## config.mk

```make
export PLATFORM = sky130hd
export DESIGN_NAME = keyboard_decoder
export DESIGN_NICKNAME = d
export VERILOG_FILES = /design/src/rtl/keyboard_decoder.sv
export SDC_FILE = /design/constraint.sdc
export NUM_CORES = 1
export LEC_CHECK = 0
export CORE_MARGIN = 4
export CORE_UTILIZATION = 45
export CTS_CLUSTER_DIAMETER = 100
export DETAILED_ROUTE_END_ITERATION = 7
export PLACE_DENSITY = 0.69
export SLEW_MARGIN = 10
export SYNTH_ARGS = -nofsm -noshare
export SYNTH_HDL_FRONTEND = slang
export SYNTH_SLANG_ARGS = --single-unit
```

## constraint.sdc

```tcl
create_clock -name clk -period 3 [get_ports clk]
set_input_delay 0.75 -clock clk [delete_from_list [all_inputs] [get_ports clk]]
set_output_delay 0.75 -clock clk [all_outputs]
set_load 0.005 [all_outputs]
```

## src/rtl/keyboard_decoder.sv

```systemverilog
// keyboard_decoder: PS/2 keyboard receiver and key decoder.
// Synchronises and deglitches the PS/2 clock, deserialises 11-bit frames
// (start, 8 data LSB first, odd parity, stop) and maps a small set of make
// codes onto a 4-bit key code, tracking E0 (extended) and F0 (break) prefixes.
// Ports:
//   clk        system clock
//   rst_n      asynchronous active-low reset
//   ps2_clk    PS/2 device clock (asynchronous)
//   ps2_data   PS/2 device data (asynchronous)
//   key        current key code (0 = released)
//   key_valid  one-cycle pulse when key takes a new value
//   frame_err  one-cycle pulse when a frame is discarded
module keyboard_decoder #(
  parameter int unsigned FILTER_LEN     = 8,
  parameter int unsigned TIMEOUT_CYCLES = 65000
) (
  input  logic       clk,
  input  logic       rst_n,
  input  logic       ps2_clk,
  input  logic       ps2_data,
  output logic [3:0] key,
  output logic       key_valid,
  output logic       frame_err
);

  localparam int unsigned FCNT_W = (FILTER_LEN > 1) ? $clog2(FILTER_LEN) : 1;
  localparam int unsigned TO_W   = $clog2(TIMEOUT_CYCLES + 1);
  localparam int unsigned KEY_W  = 4;

  localparam logic [KEY_W-1:0] KEY_RELEASED = 4'd0;
  localparam logic [KEY_W-1:0] KEY_A        = 4'd1;
  localparam logic [KEY_W-1:0] KEY_S        = 4'd2;
  localparam logic [KEY_W-1:0] KEY_W_CODE   = 4'd3;
  localparam logic [KEY_W-1:0] KEY_D        = 4'd4;
  localparam logic [KEY_W-1:0] KEY_1        = 4'd5;
  localparam logic [KEY_W-1:0] KEY_2        = 4'd6;
  localparam logic [KEY_W-1:0] KEY_3        = 4'd7;
  localparam logic [KEY_W-1:0] KEY_4        = 4'd8;
  localparam logic [KEY_W-1:0] KEY_ESC      = 4'd9;

  localparam logic [7:0] BYTE_EXT = 8'hE0;
  localparam logic [7:0] BYTE_BRK = 8'hF0;

  typedef enum logic [1:0] {
    S_IDLE,
    S_DATA,
    S_PARITY,
    S_STOP
  } state_t;

  // Registered state
  logic              clk_meta_q,  clk_meta_d;
  logic              clk_sync_q,  clk_sync_d;
  logic              data_meta_q, data_meta_d;
  logic              data_sync_q, data_sync_d;
  logic              filt_q,      filt_d;
  logic [FCNT_W-1:0] fcnt_q,      fcnt_d;
  logic [TO_W-1:0]   to_cnt_q,    to_cnt_d;
  state_t            state_q,     state_d;
  logic [2:0]        bit_cnt_q,   bit_cnt_d;
  logic [7:0]        shift_q,     shift_d;
  logic              par_q,       par_d;
  logic              ext_q,       ext_d;
  logic              brk_q,       brk_d;
  logic [KEY_W-1:0]  key_q,       key_d;
  logic              key_valid_q, key_valid_d;
  logic              frame_err_q, frame_err_d;

  // Combinational helpers
  logic              strobe_c;
  logic              timeout_c;
  logic              accept_c;
  logic              map_hit_c;
  logic [KEY_W-1:0]  map_code_c;

  // Make-code lookup on the assembled byte
  always_comb begin
    map_hit_c  = 1'b1;
    map_code_c = KEY_RELEASED;
    case (shift_q)
      8'h1C:   map_code_c = KEY_A;
      8'h1B:   map_code_c = KEY_S;
      8'h1D:   map_code_c = KEY_W_CODE;
      8'h23:   map_code_c = KEY_D;
      8'h16:   map_code_c = KEY_1;
      8'h1E:   map_code_c = KEY_2;
      8'h26:   map_code_c = KEY_3;
      8'h25:   map_code_c = KEY_4;
      8'h76:   map_code_c = KEY_ESC;
      default: map_hit_c  = 1'b0;
    endcase
  end

  // Next-state: synchronisers, clock filter, frame FSM, timeout, key decode
  always_comb begin
    clk_meta_d  = ps2_clk;
    clk_sync_d  = clk_meta_q;
    data_meta_d = ps2_data;
    data_sync_d = data_meta_q;
    filt_d      = filt_q;
    fcnt_d      = fcnt_q;
    to_cnt_d    = to_cnt_q;
    state_d     = state_q;
    bit_cnt_d   = bit_cnt_q;
    shift_d     = shift_q;
    par_d       = par_q;
    ext_d       = ext_q;
    brk_d       = brk_q;
    key_d       = key_q;
    key_valid_d = 1'b0;
    frame_err_d = 1'b0;
    strobe_c    = 1'b0;
    accept_c    = 1'b0;

    // Filter: level follows the synchronised clock only after FILTER_LEN
    // consecutive differing samples; the strobe is the cycle it falls.
    if (clk_sync_q == filt_q) begin
      fcnt_d = '0;
    end else if (fcnt_q == FCNT_W'(FILTER_LEN - 1)) begin
      fcnt_d   = '0;
      filt_d   = clk_sync_q;
      strobe_c = filt_q;
    end else begin
      fcnt_d = fcnt_q + FCNT_W'(1);
    end

    // Inactivity timer, only meaningful inside a frame
    timeout_c = (state_q != S_IDLE) && !strobe_c &&
                (to_cnt_q == TO_W'(TIMEOUT_CYCLES - 1));
    if (state_q == S_IDLE || strobe_c) begin
      to_cnt_d = '0;
    end else begin
      to_cnt_d = to_cnt_q + TO_W'(1);
    end

    case (state_q)
      S_IDLE: begin
        if (strobe_c && !data_sync_q) begin
          state_d   = S_DATA;
          bit_cnt_d = '0;
        end
      end
      S_DATA: begin
        if (strobe_c) begin
          shift_d   = {data_sync_q, shift_q[7:1]};
          bit_cnt_d = bit_cnt_q + 3'd1;
          if (bit_cnt_q == 3'd7) begin
            state_d = S_PARITY;
          end
        end
      end
      S_PARITY: begin
        if (strobe_c) begin
          par_d   = data_sync_q;
          state_d = S_STOP;
        end
      end
      S_STOP: begin
        if (strobe_c) begin
          state_d = S_IDLE;
          if (data_sync_q && (^{shift_q, par_q})) begin
            accept_c = 1'b1;
          end else begin
            frame_err_d = 1'b1;
          end
        end
      end
      default: state_d = S_IDLE;
    endcase

    if (timeout_c) begin
      state_d     = S_IDLE;
      frame_err_d = 1'b1;
    end

    // Prefix tracking and key update on an accepted byte
    if (accept_c) begin
      if (shift_q == BYTE_EXT) begin
        ext_d = 1'b1;
      end else if (shift_q == BYTE_BRK) begin
        brk_d = 1'b1;
      end else if (ext_q) begin
        ext_d = 1'b0;
        brk_d = 1'b0;
      end else if (map_hit_c) begin
        if (brk_q) begin
          brk_d = 1'b0;
          if (map_code_c == key_q) begin
            key_d       = KEY_RELEASED;
            key_valid_d = 1'b1;
          end
        end else if (map_code_c != key_q) begin
          key_d       = map_code_c;
          key_valid_d = 1'b1;
        end
      end else begin
        ext_d = 1'b0;
        brk_d = 1'b0;
      end
    end
  end

  // State register
  always_ff @(posedge clk or negedge rst_n) begin
    if (!rst_n) begin
      clk_meta_q  <= 1'b1;
      clk_sync_q  <= 1'b1;
      data_meta_q <= 1'b1;
      data_sync_q <= 1'b1;
      filt_q      <= 1'b1;
      fcnt_q      <= '0;
      to_cnt_q    <= '0;
      state_q     <= S_IDLE;
      bit_cnt_q   <= '0;
      shift_q     <= '0;
      par_q       <= 1'b0;
      ext_q       <= 1'b0;
      brk_q       <= 1'b0;
      key_q       <= KEY_RELEASED;
      key_valid_q <= 1'b0;
      frame_err_q <= 1'b0;
    end else begin
      clk_meta_q  <= clk_meta_d;
      clk_sync_q  <= clk_sync_d;
      data_meta_q <= data_meta_d;
      data_sync_q <= data_sync_d;
      filt_q      <= filt_d;
      fcnt_q      <= fcnt_d;
      to_cnt_q    <= to_cnt_d;
      state_q     <= state_d;
      bit_cnt_q   <= bit_cnt_d;
      shift_q     <= shift_d;
      par_q       <= par_d;
      ext_q       <= ext_d;
      brk_q       <= brk_d;
      key_q       <= key_d;
      key_valid_q <= key_valid_d;
      frame_err_q <= frame_err_d;
    end
  end

  assign key       = key_q;
  assign key_valid = key_valid_q;
  assign frame_err = frame_err_q;

endmodule

```

======== Word level (Yosys, flattened, before mapping) ========
Cells that the tools add are included.
word-level totals
  register bits ........................... 46
  latch bits .............................. 0
  bits in writable memories ............... 0
  ROM bits ................................ 0
  input bits .............................. 4
  output and inout bits ................... 6
  memories ................................ 0
cells by class
  $add $sub $neg .......................... 3
  multipliers ............................. 0
  div/mod/pow operators ................... 0
  order comparisons ....................... 0
  equal/unequal tests ..................... 29
  shifts and indexed selects .............. 0
  multiplexer cells ....................... 38
  bitwise logic cells ..................... 4
  reduce and logical (&&, ||, !) cells .... 21
operators by type and width
  kind                                           number
  == test 8 x 5 -> 1 bit, second input constant  5
  one-hot mux 4 bit (9 select lines)             1
  == test 8 x 6 -> 1 bit, second input constant  3
  two-way mux 1 bit                              21
  adder 16 x 1 -> 16 bit, second input constant  1
  == test 16 bit, second input constant          1
  == test 8 bit, second input constant           2
  two-way mux 16 bit                             1
  two-way mux 2 bit                              6
  two-way mux 3 bit                              4
  two-way mux 4 bit                              3
  inequality test 3 bit, second input constant   4
  AND reduction 2 bit                            5
  OR reduction 9 bit                             1
  XOR reduction 9 bit                            1
  == test 8 x 7 -> 1 bit, second input constant  1
  one-hot mux 2 bit (4 select lines)             1
  AND reduction 7 bit                            1
  adder 3 x 1 -> 3 bit, second input constant    2
  == test 3 bit, second input constant           2
  one-hot mux 3 bit (2 select lines)             1
  nonzero test 2 bit                             3
  AND reduction 5 bit                            1
  == test 2 bit, second input constant           2
  13 further kinds                               22

======== Logic depth before layout (Yosys ltp) ========
Gate-level depths: netlist of the first run.
  word-level depth ........................ 10
  mapped depth ............................ 10

======== Least setup slack after synthesis of the first run ========
No wires, ideal clock.
  path kind ............................... flip-flop to flip-flop
  from .................................... reg shift_q[6]
  to ...................................... reg key_valid_q, in the netlist key_valid
  library setup time ...................... 119 ps
  arrival time ............................ 2,031 ps
  path slack .............................. 850 ps
  stages on the path, launching flop included .. 9
  clock period less this slack ............ 2,150 ps
  cells stage by stage .................... dfrtp_1 -> buf_6 -> or3b_4 -> or4_4 -> o41ai_2 -> xnor2_1 -> and4_4 -> xnor2_1 -> and2_1
on the way
  cells in the longest elaborated chain, start to end .. 10
  elaborated cells between the ends (all ways) .. 29
  classes of those cells .................. eq/ne (13); mux (13); reduce/logical (3)
RTL lines
  element                                                 RTL line  RTL
  start: declaration                                      61        logic [7:0] shift_q, shift_d;
  start signal: assignment                                232       shift_q <= shift_d;
  == test 8 x 7 -> 1 bit, or another cell as far along    80        case (shift_q)
  one-hot mux 4 bit (9 select lines)                      80
  inequality test 4 bit or == test 4 bit (tied branches)  192, 188
  two-way mux 1 bit, on equally long branches             192, 188
  two-way mux 1 bit                                       186       if (brk_q) begin
  two-way mux 1 bit                                       185       end else if (map_hit_c) begin
  two-way mux 1 bit                                       182       end else if (ext_q) begin
  two-way mux 1 bit                                       180       end else if (shift_q == BYTE_BRK) begin
  two-way mux 1 bit                                       178       if (shift_q == BYTE_EXT) begin
  two-way mux 1 bit *                                     177       if (accept_c) begin
  net key_valid_d                                         66        logic key_valid_q, key_valid_d;
  end signal: assignment                                  237       key_valid_q <= key_valid_d;
  end: declaration                                        66
Mark *: on every way through the listed nets, which the timed path passes. The rest lies on a longest branch.
A chain may end at the register's enable or synchronous reset.

======== Worst setup path in the final report of the first run ========
  from .................................... reg shift_q[7]
  to ...................................... reg key_valid_q, in the netlist key_valid
Same word-level chain as after synthesis.

==> results of run 1 <==
## flip-flops by register name, indices dropped and copies added (netlist names), 2 cells and up
name,count
state_q,2
to_cnt_q,16
bit_cnt_q,3
shift_q,8
key,4
fcnt_q,3
## per-stage QoR
stage	hold slack, ns	utilization, %	total power [mW]	instance area, µm²
after floorplan	0.345	-	0.947	2470
after global placement	0.346	50.3	1.02	2620
after detailed placement	0.347	50.3	1.03	2620
after CTS	0.293	52.3	1.48	2720
after global routing	0.302	52.3	1.56	2720
final	0.293	52.3	1.45	2720
## layer usage
layer  up-vias  part of all wire, %  routed length (µm)
li1        884                    -                   -
met4         0                  1.4                  57
met3         7                  3.1                 131
met2        21                   46                1910
met1       825                   50                2070
met5         -                    0                   0
## path summary, 6_finish.rpt
path / start / depth (start not counted) / end
max: shift_q[7] / 7 / key_valid
min: rst_n / 1 / shift_q[2]
max reg2reg: shift_q[7] / 7 / key_valid
min reg2reg: clk_meta_q / 0 / clk_sync_q
max in group asynchronous: rst_n / 2 / filt_q
min in group clk: clk_meta_q / 0 / clk_sync_q
## cell type report
type                       instances  area [µm²]
multi-input combinational        186        1220
tap                               70        87.6
fill                             477        2480
sequential                        46        1160
inverter                          11        41.3
clock inverter                     1        30.0
timing repair buffer              12         108
clock buffer                       7        76.3
## report_power, final
group          total, mW  leakage (nW)  switching [mW]  internal (mW)
registers          0.731         0.616          0.0460          0.685
logic              0.277         0.516           0.166          0.111
clock network      0.445        0.0524           0.196          0.249
total               1.45          1.19           0.408           1.05
## cell usage in the layout, fill, tap and decap left out, types with 4 or more instances in the layout
| master | netlist | layout |
|---|---|---|
| a21oi_1 | 4 | 4 |
| nand2_1 | 27 | 27 |
| nand3_1 | 11 | 11 |
| nor2_1 | 29 | 29 |
| ha_1 | 9 | 9 |
| nor3b_1 | 4 | 4 |
| nand2b_1 | 6 | 6 |
| mux2_2 | 6 | 6 |
| dfrtp_1 | 41 | 41 |
| dfstp_2 | 5 | 5 |
| nand4_1 | 4 | 4 |
| xnor2_1 | 14 | 14 |
| inv_1 | 11 | 11 |
| clkdlybuf4s50_1 | 0 | 8 |
| o21ai_0 | 13 | 13 |
| and2_1 | 5 | 5 |
| nor3_1 | 6 | 6 |
| clkbuf_8 | 0 | 5 |
| xor2_1 | 11 | 11 |
## logic make-up (layout without fill, tap and decap cells)
family,count (synthesis),after routing,synth area share [%]
simple gates,108,108,22.2
compound gates,36,36,9.81
fa+ha+maj,9,9,4.55
flops,46,46,46.8
mux,7,7,3.14
xor+xnor,26,26,9.76
buf+inv,20,31,3.79
==> summary.md, run 1 <==
| Metric | Value |
|---|---|
| Syn_area_per_cell | 9.82 µm² |
| Area leader, netlist | dfrtp_1 |
| Area growth, synth to finish | 10.1% |
| Synth area leaders | dfrtp_1 41%, dfstp_2 5.3%, xnor2_1 5.0%, ha_1 4.6%, nor2_1 4.4% |
| Routing usage on met2 | 23.0% |
| Mapped Cells | 252 |
| Placed Cells | 325 |
| IO Pins | 10 |
| Cts repair resizes | 0 |
| Least-Margin Pin Slew | 0.464 ns |
| Hold Vio Cnt, Final | 0 |
| Yosys warns | 0 |
| Slew headroom | 69.0% |
| Met3 GRT Util | 3.25% |
| Root Driver | clkbuf_8 |
| Sequential cell area fraction in the yosys report | 46.8% |
| Critical path peak fanout | 7 |
| Grt met1 use | 19.6% |
| Crit path kind | flop to flop |
| ANT nets after route | 0 |
| Most common cell in the netlist | dfrtp_1 |
| # diodes | 0 |
| Grt peak-use layer | met2 |
| Gpl congestion | 0.892 |
| Unrepaired setup endpoints after global routing | false |
| Slew Viols, Final | 0 |
| Biggest cell delay along the critical path | 0.49 ns |
| Vias in the first global route | 1,731 |
| Register-to-register setup slack | 0.66 ns |
| Pwr/cell area | 534 mW/mm² |
| Peak supply drop | 0.000527 V |
| Startpoint Class | flop |
| Most instantiated cells after synthesis | 41 x dfrtp_1, 29 x nor2_1, 27 x nand2_1, 14 x xnor2_1, 13 x o21ai_0 |
| # rows | 26 |
| Setup-failing EPs final | 0 |
| Ratio of cells with drive above 1 in the final layout | 10.6% |
| Clk pin slew, worst setup/hold paths | 0.08 ns |
| LEAKAGE | 1.18 nW |
| Initial core utilization | 47.5% |
| Worst path bufs/invs | 0 |
| Post-CTS setup buffer count | 0 |
| Min setup slack post-route | 0.662 ns |
| Clock tree buffer depth | 2 |
| Post-synth top area share | 41.5% |
| Cell variety after synth | 48 |
| Fmax achieved | 0.428 GHz |
| Avg WL per Cell | 12.5 µm |
| Largest net degree at the start of global routing | 39 |
| Worst Path Required | 3.18 ns |
| Flops & latches, synth | 46 |
| H-tree levels | 2 |
| DR iter-0 viols | 80 |
| Post-Syn Area | 0.00247 mm² |
| TNS Setup | 0 ns |
| Clk sinks | 46 |
| Core area | 0.00520 mm² |
| Nets | 275 |
| Num CTS Buffers | 5 |
| Most used cell, CP | xnor2_1 |
| Slowest CP cell | or4_4 |
| Initial antenna violation count | 0 |
| Remaining DRCs | 0 |
| Die area | 0.00675 mm² |
| Die X-Extent | 82.1 µm |
| Buffers added on ports | 9 |
| Post-route clock period utilization | 77.9% |
| Tmin final | 2.34 ns |
| Max Cap Viol | 0 |
| Hold Path Class | input port to async pin |
| Status | complete, no violations |
| Via density | 5.22 |
| Via count | 1,737 |
| Syn nets | 265 |
| Post-synth EDFFs | 0 |
| GR Util All Layers | 14.4% |
| First-pass GRT wire length | 7670 µm |
| GR Overflow Total | 0 |
| Place WS | 0.696 ns |
| Final clock skew | 0.00644 ns |
| Critical path capture point type | flop |
| Die height | 82.1 µm |
| Async S/R FF share, synth | 100% |
| DR pass1 iterations | 4 |
| Post-cts hold buffer count | 0 |
| Non-Filler Instances | 333 |
| TritonCTS clock tree | yes |
| Clock Latency Late Sink | 0.29 ns |
| Crit-path cells | or3b_4, or4_4, o41ai_2, xnor2_1, and4_4, xnor2_1, and2_1 |
| Ys flop type | dfrtp_1 |
| Crit-path leading delay family | simple AND/OR/NAND/NOR gates |
| DP Wirelength | 2980 µm |
| Crit path arrival time | 2.52 ns |
| Final wirelength | 4170 µm |
(Power assumes the default switching activity.)
==> inputs of run 2 (changes only) <==
clock period = 2.4 ns   (was 3 ns; I/O delays follow)
==> run 2 against run 1 <==
  * Clock-buffer cell count unchanged
  * Total power rose by 28%
  * Final cell count is 1.2% higher
  * Sequential power grew 25%
  * Combinational power increased by 29%
==> summary.md, run 2 (same netlist as run 1, synthesis figures left out) <==
| Metric | Value |
|---|---|
| Critical path peak fanout | 9 |
| Via density | 5.15 |
| Clk pin slew, worst setup/hold paths | 0.08 ns |
| Least-Margin Pin Slew | 0.567 ns |
| Clock tree buffer depth | 2 |
| Hold Vio Cnt, Final | 0 |
| Register-to-register setup slack | 0.11 ns |
| Crit path kind | flop to flop |
| Hold path cells | 0 |
| # diodes | 0 |
| Max reg flops | 16 |
| Peak supply drop | 0.000493 V |
| R2r worst-path depth | 7 |
| Crit-path cells | or3b_4, or4_4, o41ai_2, xnor2_1, and4_4, xnor2_1, and2_1 |
| LEAKAGE | 1.21 nW |
| Most used cell, CP | xnor2_1 |
| Critical path capture point type | flop |
| WP depth | 7 |
| Initial antenna violation count | 0 |
| Final wirelength | 4380 µm |
| Reg-to-reg endpoint | key_valid |
| DR pass1 iterations | 4 |
| Crit-path leading delay family | simple AND/OR/NAND/NOR gates |
| Layout Utilization | 53.2% |
| Num CTS Buffers | 5 |
| Status | complete, no violations |
| Die X-Extent | 82.1 µm |
| Die height | 82.1 µm |
| H-tree levels | 2 |
| Worst Path Required | 2.59 ns |
| Buffers added on ports | 9 |
| # rows | 26 |
| DP Wirelength | 3120 µm |
| Via count | 1,734 |
| IO Pins | 10 |
| GR Util All Layers | 15.1% |
| Nets | 279 |
| Post-cts hold buffer count | 0 |
| Die area | 0.00675 mm² |
| Setup-failing EPs final | 0 |
| Avg WL per Cell | 13.0 µm |
| Hold Path Class | flop to flop |
| Initial core utilization | 47.5% |
| Slew headroom | 62.2% |
| Core area | 0.00520 mm² |
| Startpoint Class | flop |
| Vias in the first global route | 1,690 |
| Reg2Reg Launch Point | shift_q[6] |
| Biggest cell delay along the critical path | 0.49 ns |
| Ratio of cells with drive above 1 in the final layout | 12.7% |
| ANT nets after route | 0 |
| Clock Latency Late Sink | 0.30 ns |
| Leading cell type in the layout, fill and taps excluded | dfrtp_1 |
| Placed instance area | 0.00265 mm² |
| Final Cell Area | 0.00277 mm² |
| Largest net degree at the start of global routing | 47 |
| Non-Filler Instances | 337 |
| Pwr/cell area | 673 mW/mm² |
| Crit path arrival time | 2.48 ns |
| DR iter-0 viols | 66 |
| Root Driver | clkbuf_8 |
| Biggest register | to_cnt_q |
| Tmin final | 2.29 ns |
| Remaining DRCs | 0 |
| Slowest CP cell | dfrtp_1 |
| First-pass GRT wire length | 7810 µm |
| Slew Viols, Final | 0 |
| Placed Cells | 329 |
| Worst path bufs/invs | 0 |
| Crit path launch | shift_q[6] |
| CP Capture Point | key_valid |
| Design Power | 1.86 mW |
| Max Cap Viol | 0 |
| Most frequent cells in the layout | 41 x dfrtp_1, 29 x nor2_1, 27 x nand2_1, 14 x xnor2_1, 13 x o21ai_0 |
| Clk sinks | 46 |
| GR Overflow Total | 0 |
| Gpl congestion | 0.970 |
| Final clock skew | 0.00581 ns |
| Area growth, synth to finish | 11.9% |
| TritonCTS clock tree | yes |
| Post-route clock period utilization | 95.4% |
| Fmax achieved | 0.437 GHz |
[run 2: cell count changes in the layout (fill, tap and decap cells not counted), sizes merged]
cell  before  now
buf        4    8
[run 2: layout make-up]
cell class / count / area, µm²
fillers: 469 / 2440
multi-input cells: 186 / 1230
flip-flops and latches: 46 / 1160
repair buffers: 16 / 138
well taps: 70 / 87.6
clock buffers: 7 / 86.3
inverters: 11 / 41.3
clock inverters: 1 / 30.0
[run 2: worst min-delay path by stage]
stage | startpoint | to | slack [ns]
detailed placement | clk_meta_q | clk_sync_q | 0.35
global route | data_meta_q | data_sync_q | 0.37
finish | clk_meta_q | clk_sync_q | 0.36
global placement | clk_meta_q | clk_sync_q | 0.35
CTS | clk_meta_q | clk_sync_q | 0.36
floorplan | rst_n | bit_cnt_q[0] | 0.30
[run 2: what timing repair did]
item / 4_1_cts / 5_1_grt
setup endpoints to repair: 0 / 3
resized for setup: 0 / 1
hold endpoints to repair: 0 / 0
buffers inserted: 0 / 0
[run 2: report_power, final]
part | internal (mW) | switching [mW]
clock network | 0.340 | 0.254
logic | 0.140 | 0.218
registers | 0.856 | 0.0562
[run 2: layer usage]
layer | up-vias | wire, µm | GRT usage [%]
met5 | - | 0 | 0
met4 | 0 | 46 | 4.98
met3 | 5 | 160 | 3.25
met2 | 28 | 1960 | 23.6
met1 | 814 | 2210 | 20.8
li1 | 887 | - | -
[run 2: metrics by stage]
stage / setup slack (ns) / TNS [ns] / hold slack, ns
after floorplan: 0.250 / 0 / 0.304
after global placement: 0.166 / 0 / 0.346
after detailed placement: 0.126 / 0 / 0.347
after CTS: 0.0753 / 0 / 0.359
after global routing: -0.00427 / -0.00427 / 0.368
final: 0.109 / 0 / 0.358
